### src/rtl/ohm_bcd_decode_pkg.sv
`default_nettype none
// ============================================================================
//  Module   : ohm_bcd_decode_pkg
//  Brief    : Shared constants, FSM state type and fixed-point helpers for
//             the ADC-resistance to BCD decoder.
//  Revision : 1.0  initial release
// ============================================================================
package ohm_bcd_decode_pkg;

    // Magnitude code the front end reports for an open circuit (62.875 ohm)
    localparam logic [10:0] OPEN_CODE = 11'h7DC;
    // Fractional bits in the 6.5 fixed-point magnitude
    localparam int          FRAC_BITS = 5;
    // Nibble shown on every digit for an open circuit
    localparam logic [3:0]  BCD_BLANK = 4'hF;
    // Width of the binary value fed to the double-dabble converter
    localparam int          N_SHIFT   = 13;

    typedef enum logic [1:0] {
        ST_IDLE  = 2'd0,
        ST_LOAD  = 2'd1,
        ST_SHIFT = 2'd2,
        ST_DONE  = 2'd3
    } state_e;

    // Negative readings clamp to zero; the ADC delivers an inverted magnitude
    function automatic logic [10:0] decode_mag(input logic [11:0] r);
        return r[11] ? 11'd0 : (r[10:0] ^ 11'h7FF);
    endfunction

    // Whole ohms times 100 plus rounded hundredths; hundredths max 97 so no carry
    function automatic logic [12:0] calc_val(input logic [10:0] mag);
        logic [12:0] frac_x;
        logic [12:0] hund;
        frac_x = 13'(mag[FRAC_BITS-1:0]) * 13'd100 + 13'(1 << (FRAC_BITS - 1));
        hund   = frac_x >> FRAC_BITS;
        return 13'(mag[10:FRAC_BITS]) * 13'd100 + hund;
    endfunction

endpackage
`default_nettype wire

### src/rtl/ohm_bcd_decode_if.sv
`default_nettype none
// ============================================================================
//  Module   : ohm_bcd_decode_if
//  Brief    : Sample-in / digits-out bundle of the resistance decoder.
//  Revision : 1.0  initial release
// ============================================================================
interface ohm_bcd_decode_if;

    logic        valid_in;
    logic [11:0] r_in;
    logic        valid_out;
    logic [15:0] digits;
    logic        open_ckt;
    logic        busy;

    modport master (
        output valid_in, r_in,
        input  valid_out, digits, open_ckt, busy
    );

    modport slave (
        input  valid_in, r_in,
        output valid_out, digits, open_ckt, busy
    );

endinterface
`default_nettype wire

### src/rtl/ohm_bcd_decode_bcd_dabble_step.sv
`default_nettype none
// ============================================================================
//  Module   : bcd_dabble_step
//  Brief    : One double-dabble iteration: add 3 to every nibble >= 5, then
//             shift the 16-bit BCD word left by one taking in bit_i.
//  Revision : 1.0  initial release
// ============================================================================
module bcd_dabble_step
    import ohm_bcd_decode_pkg::*;
(
    input  logic [15:0] bcd_i,
    input  logic        bit_i,
    output logic [15:0] bcd_o
);

    logic [15:0] adj_w;

    for (genvar gi = 0; gi < 4; gi++) begin : g_nib
        assign adj_w[gi*4 +: 4] = (bcd_i[gi*4 +: 4] >= 4'd5) ?
                                  (bcd_i[gi*4 +: 4] + 4'd3) :
                                   bcd_i[gi*4 +: 4];
    end

    // Bit shifted out of the top nibble is always zero for values <= 6397
    assign bcd_o = 16'({adj_w, bit_i});

endmodule
`default_nettype wire

### src/rtl/ohm_bcd_decode.sv
`default_nettype none
// ============================================================================
//  Module   : ohm_bcd_decode
//  Brief    : Converts a 12-bit ADC resistance sample into four BCD digits
//             (tens .. hundredths of an ohm) with an iterative double-dabble,
//             a one-deep latest-wins pending slot and an open-circuit flag.
//  Revision : 1.0  initial release
// ============================================================================
module ohm_bcd_decode
    import ohm_bcd_decode_pkg::*;
(
    input  logic             clk,
    input  logic             reset,
    ohm_bcd_decode_if.slave  bus
);

    localparam logic [3:0] LAST_CNT = 4'(N_SHIFT - 1);

    state_e      state_q,    state_d;
    logic        pend_vld_q, pend_vld_d;
    logic [11:0] pend_q,     pend_d;
    logic [10:0] mag_q,      mag_d;
    logic [12:0] bin_q,      bin_d;
    logic [15:0] bcd_q,      bcd_d;
    logic [3:0]  cnt_q,      cnt_d;
    logic        is_open_q,  is_open_d;
    logic [15:0] digits_q,   digits_d;
    logic        open_q,     open_d;
    logic        vout_q,     vout_d;

    logic [15:0] step_w;
    logic        launch_w;
    logic [11:0] launch_smp_w;
    logic [10:0] launch_mag_w;

    bcd_dabble_step u_step (
        .bcd_i (bcd_q),
        .bit_i (bin_q[12]),
        .bcd_o (step_w)
    );

    // Next-state, datapath and output-register updates for the conversion FSM
    always_comb begin
        state_d      = state_q;
        pend_vld_d   = pend_vld_q;
        pend_d       = pend_q;
        mag_d        = mag_q;
        bin_d        = bin_q;
        bcd_d        = bcd_q;
        cnt_d        = cnt_q;
        is_open_d    = is_open_q;
        digits_d     = digits_q;
        open_d       = open_q;
        vout_d       = 1'b0;
        launch_w     = 1'b0;
        launch_smp_w = bus.r_in;
        launch_mag_w = 11'd0;

        case (state_q)
            ST_IDLE: begin
                if (bus.valid_in) begin
                    launch_w     = 1'b1;
                    launch_smp_w = bus.r_in;
                end
            end
            ST_LOAD: begin
                bin_d   = calc_val(mag_q);
                bcd_d   = 16'd0;
                cnt_d   = 4'd0;
                state_d = ST_SHIFT;
            end
            ST_SHIFT: begin
                bcd_d = step_w;
                bin_d = {bin_q[11:0], 1'b0};
                cnt_d = cnt_q + 4'd1;
                // Final shift: publish digits so they are valid during DONE
                if (cnt_q == LAST_CNT) begin
                    state_d   = ST_DONE;
                    is_open_d = 1'b0;
                    digits_d  = step_w;
                    open_d    = 1'b0;
                    vout_d    = 1'b1;
                end
            end
            ST_DONE: begin
                // Open-code results are registered as DONE is left, so the
                // strobe follows the sample by two cycles
                if (is_open_q) begin
                    digits_d = {4{BCD_BLANK}};
                    open_d   = 1'b1;
                    vout_d   = 1'b1;
                end
                pend_vld_d = 1'b0;
                if (bus.valid_in) begin
                    launch_w     = 1'b1;
                    launch_smp_w = bus.r_in;
                end else if (pend_vld_q) begin
                    launch_w     = 1'b1;
                    launch_smp_w = pend_q;
                end else begin
                    state_d = ST_IDLE;
                end
            end
            default: state_d = ST_IDLE;
        endcase

        // Samples arriving mid-conversion park in the pending slot, newest wins
        if (((state_q == ST_LOAD) || (state_q == ST_SHIFT)) && bus.valid_in) begin
            pend_vld_d = 1'b1;
            pend_d     = bus.r_in;
        end

        if (launch_w) begin
            launch_mag_w = decode_mag(launch_smp_w);
            if (launch_mag_w == OPEN_CODE) begin
                state_d   = ST_DONE;
                is_open_d = 1'b1;
            end else begin
                state_d   = ST_LOAD;
                is_open_d = 1'b0;
                mag_d     = launch_mag_w;
            end
        end
    end

    // State and datapath registers; reset drops any conversion and pending sample
    always_ff @(posedge clk) begin
        if (reset) begin
            state_q    <= ST_IDLE;
            pend_vld_q <= 1'b0;
            pend_q     <= 12'd0;
            mag_q      <= 11'd0;
            bin_q      <= 13'd0;
            bcd_q      <= 16'd0;
            cnt_q      <= 4'd0;
            is_open_q  <= 1'b0;
            digits_q   <= 16'd0;
            open_q     <= 1'b0;
            vout_q     <= 1'b0;
        end else begin
            state_q    <= state_d;
            pend_vld_q <= pend_vld_d;
            pend_q     <= pend_d;
            mag_q      <= mag_d;
            bin_q      <= bin_d;
            bcd_q      <= bcd_d;
            cnt_q      <= cnt_d;
            is_open_q  <= is_open_d;
            digits_q   <= digits_d;
            open_q     <= open_d;
            vout_q     <= vout_d;
        end
    end

    assign bus.valid_out = vout_q;
    assign bus.digits    = digits_q;
    assign bus.open_ckt  = open_q;
    assign bus.busy      = (state_q != ST_IDLE);

endmodule
`default_nettype wire

### src/flat_wrapper.sv
// flat-port wrapper written by rule: the top's interface ports become plain ports
module ohm_bcd_decode_flat import ohm_bcd_decode_pkg::*;
  (clk, reset, bus_valid_in, bus_r_in, bus_valid_out, bus_digits, bus_open_ckt, bus_busy);
  ohm_bcd_decode_if bus_i ();
  input  logic clk;
  input  logic reset;
  input wire logic [$bits(bus_i.valid_in)-1:0] bus_valid_in;
  input wire logic [$bits(bus_i.r_in)-1:0] bus_r_in;
  output wire logic [$bits(bus_i.valid_out)-1:0] bus_valid_out;
  output wire logic [$bits(bus_i.digits)-1:0] bus_digits;
  output wire logic [$bits(bus_i.open_ckt)-1:0] bus_open_ckt;
  output wire logic [$bits(bus_i.busy)-1:0] bus_busy;
  assign bus_i.valid_in = bus_valid_in;
  assign bus_i.r_in = bus_r_in;
  assign bus_valid_out = bus_i.valid_out;
  assign bus_digits = bus_i.digits;
  assign bus_open_ckt = bus_i.open_ckt;
  assign bus_busy = bus_i.busy;
  ohm_bcd_decode u_core (.clk(clk), .reset(reset), .bus(bus_i));
endmodule
### config.mk
export PLATFORM = sky130hd
export DESIGN_NAME = ohm_bcd_decode_flat
export DESIGN_NICKNAME = d
export VERILOG_FILES = /design/src/rtl/ohm_bcd_decode_pkg.sv /design/src/rtl/ohm_bcd_decode_if.sv /design/src/rtl/ohm_bcd_decode_bcd_dabble_step.sv /design/src/rtl/ohm_bcd_decode.sv /design/src/flat_wrapper.sv
export SDC_FILE = /design/constraint.sdc
export NUM_CORES = 1
export LEC_CHECK = 0
export ABC_AREA = 1
export ABC_CLOCK_PERIOD_IN_PS = 8700
export CORE_UTILIZATION = 45
export CTS_CLUSTER_DIAMETER = 40
export DETAILED_ROUTE_END_ITERATION = 10
export HOLD_SLACK_MARGIN = 0.15
export SYNTH_ARGS = -nofsm -noshare
export SYNTH_HDL_FRONTEND = slang
export SYNTH_SLANG_ARGS = --single-unit
export TNS_END_PERCENT = 50
### constraint.sdc
create_clock -name clk -period 8.7 [get_ports clk]
set_clock_uncertainty 0.2 [all_clocks]
set_input_delay 1.305 -clock clk [delete_from_list [all_inputs] [get_ports clk]]
set_output_delay 1.305 -clock clk [all_outputs]
set_load 0.1 [all_outputs]
==> metrics.cfg <==
[hold_path]
hold_path_class = register to register

[grt]
grt_max_degree = 42
first_global_vias = 4149
gr-total-overflow = 0
gr-usage-all-layers_pct = 19.7
antenna_found_initial = 0
grt_pass1_wl_um = 18300

[synth]
yosys-top-cells-area = dfxtp_1 31%, ha_1 16%, nand2_1 10%
post_synth_num_cell_types = 40
yosysWarnings = 0
syn_area_per_cell_um2 = 7.36
synth_area_mm2 = 0.00498
synth_most_common_cell = nand2_1
synth_ff_type = dfxtp_1
syn_inst = 676
ys_top_cells_by_count = 133 x nand2_1, 101 x inv_1, 78 x dfxtp_1, 64 x a21oi_1, 62 x ha_1
synthArstFlopShare_pct = 0
synth_seq_area_share_pct = 31.4
syn-num-nets = 756
synth_top_area_share_pct = 31.4
synth_edf_count = 0
synth_top_area_cell = dfxtp_1
ys_ff_latch = 78

[worst_setup_path]
worstSetupPathType = register to register
crit_family = adder cells
cpMostUsedCell = nand2_1
worstPathCellList = inv_1 > ha_1 > inv_1 > ha_1 > ha_1 > ha_1 > nand2_1 > o21ai_0 > xor2_1 > nand2_1 > xor2_1 > ha_1 > nand2_1 > nor2_1 > nand2_1 > nand3_1 > nand2_1 > nor2_1 > nand3_1 > nand2_1 > nand3_1 > a21oi_1
cp_num_buf_inv = 2
cp.required_ns = 8.78
cp-end-kind = register
crit_fanout = 5
slowest_stage = dfxtp_1
cp-start-kind = register
critical_path.max_stage_delay_ns = 0.42
worstPathArrival_ns = 4.18

[clock_tree]
cts_hold_repair.buffers = 0
clockRootBuffer = clkbuf_8
postCtsSetupBuffers = 0
cts_resized = 0
cts.sinks = 78
cts_max_level = 3
cts_made_buffers = 9
clockBufferDepth = 2
clk_latency_ns = 0.35
path_clk_slew_ns = 0.08
tritoncts = built

[sta]
timing.final.max_slew_violations = 0
fin_ws_ns = 4.60
fmax_ghz = 0.244
hold_viol = 0
fin_crit_ns = 4.10
grt_setup_unrepaired = false
period_share_pct = 47.1
setup_viol = 0
max_slew_margin_pct = 30.3
worst_pin_slew_ns = 1.04
setup_tns_ns = 0

[place]
dpl.hpwl_um = 7470
io_buffers = 33
dpl_worst_slack_ns = 4.58
dp.cells = 830
place.gp.congestion = 0.797
place_area_mm2 = 0.00538

[die]
core_area_mm2 = 0.0108
die_h_um = 107
start_util_pct = 46.1
fp.dieW_um = 107
rows = 38
pin_count = 34
dieArea_mm2 = 0.0115

[route]
via_per_inst = 5.07
drcViolationCount = 0
detail-route-antenna-nets = 0
num_vias = 4288
wirelength_um = 10200
wire_per_inst_um = 12.1
dr.first_iter.drc_count = 143
firstDrtPassIters = 4

[pwr]
ir_drop_mv = 0.158
powerDensity_mw_per_mm2 = 272
p_leak_nw = 2.49

[run]
max_cap_viol_count = 0

[cells_and_area]
num-nets-final = 781
antenna_cells = 0
final_cells = 845
area_growth_pct = 12.0
drive_above_1_share_pct = 5.96
final_area_mm2 = 0.00557
finish.utilization_pct = 51.6

[outcome]
outcome = completed

-- routing by layer --
layer  vias up  wire (µm)  global-route usage, %
met5         -          0                      0
met4         0         68                   4.40
met3         6        368                   3.89
met2        51       4840                   33.6
met1      1955       4940                   25.7
li1       2276          -                      -
-- flip-flops by register name, indices dropped and copies added, names as in the netlist --
signal and cells:
u_core.bcd_q 16, u_core.bus.digits 16, u_core.bin_q 13, u_core.pend_q 12, u_core.mag_q 11, u_core.cnt_q 4, u_core.state_q 2, u_core.bus.open_ckt 1
u_core.bus.valid_out 1, u_core.is_open_q 1, u_core.pend_vld_q 1
-- cells in the final DEF (no fill, tap or decap), types with 3 or more instances in the layout --
master,count
xor2_1,11
o22ai_1,12
nand2_1,133
a31oi_1,8
o21ai_0,54
nor2_1,35
a21oi_1,64
or2_2,5
nand3_1,29
fa_1,3
inv_1,101
ha_1,62
clkbuf_8,10
dfxtp_1,78
o21ai_1,6
xnor2_1,6
nand4_1,15
nand3_2,7
clkdlybuf4s50_1,33
-- cells by family after synthesis --
| group | after synthesis | synth area share (%) |
|---|---|---|
| xor+xnor | 17 | 2.99 |
| buf+inv | 127 | 10.7 |
| flops | 78 | 31.4 |
| fa+ha+maj | 65 | 16.8 |
| simple gates | 236 | 21.6 |
| compound gates | 153 | 16.6 |
-- power by group --
part	switching (mW)	total, mW	internal, mW
Sequential	0.0516	0.492	0.440
Combinational	0.538	0.752	0.213
Clock	0.134	0.273	0.139
-- area by class of cell --
cell class / instances / area [µm²]
sequential: 78 / 1560
multi-input combinational: 471 / 2880
tap: 140 / 175
fill: 1027 / 5220
timing repair buffer: 35 / 345
inverter: 106 / 412
clock inverter: 5 / 58.8
clock buffer: 10 / 138
-- tightest hold or removal path, delay by kind of cell (launching register included) --
family                 cells  cell delay [ns]
flip-flops                 1             0.30
buffers and inverters      1             0.05
AO/OA/AOI/OAI              1             0.05
-- final timing paths --
kind | startpoint | end | slack (ns) | cells past startpoint
worst min-delay path | u_core.pend_q[10] | u_core.pend_q[10] | 0.25 | 2
worst max register to register | u_core.mag_q[3] | u_core.bin_q[12] | 4.60 | 22
worst max-delay path | u_core.mag_q[3] | u_core.bin_q[12] | 4.60 | 22
worst min register to register | u_core.pend_q[10] | u_core.pend_q[10] | 0.25 | 2
-- metrics by stage --
| stage | hold WS (ns) | power (mW) |
|---|---|---|
| after floorplan | 0.220 | 1.09 |
| after global placement | 0.234 | 1.25 |
| after detailed placement | 0.241 | 1.25 |
| after CTS | 0.252 | 1.54 |
| after global routing | 0.271 | 1.64 |
| final | 0.248 | 1.52 |
(Power assumes the default switching activity.)
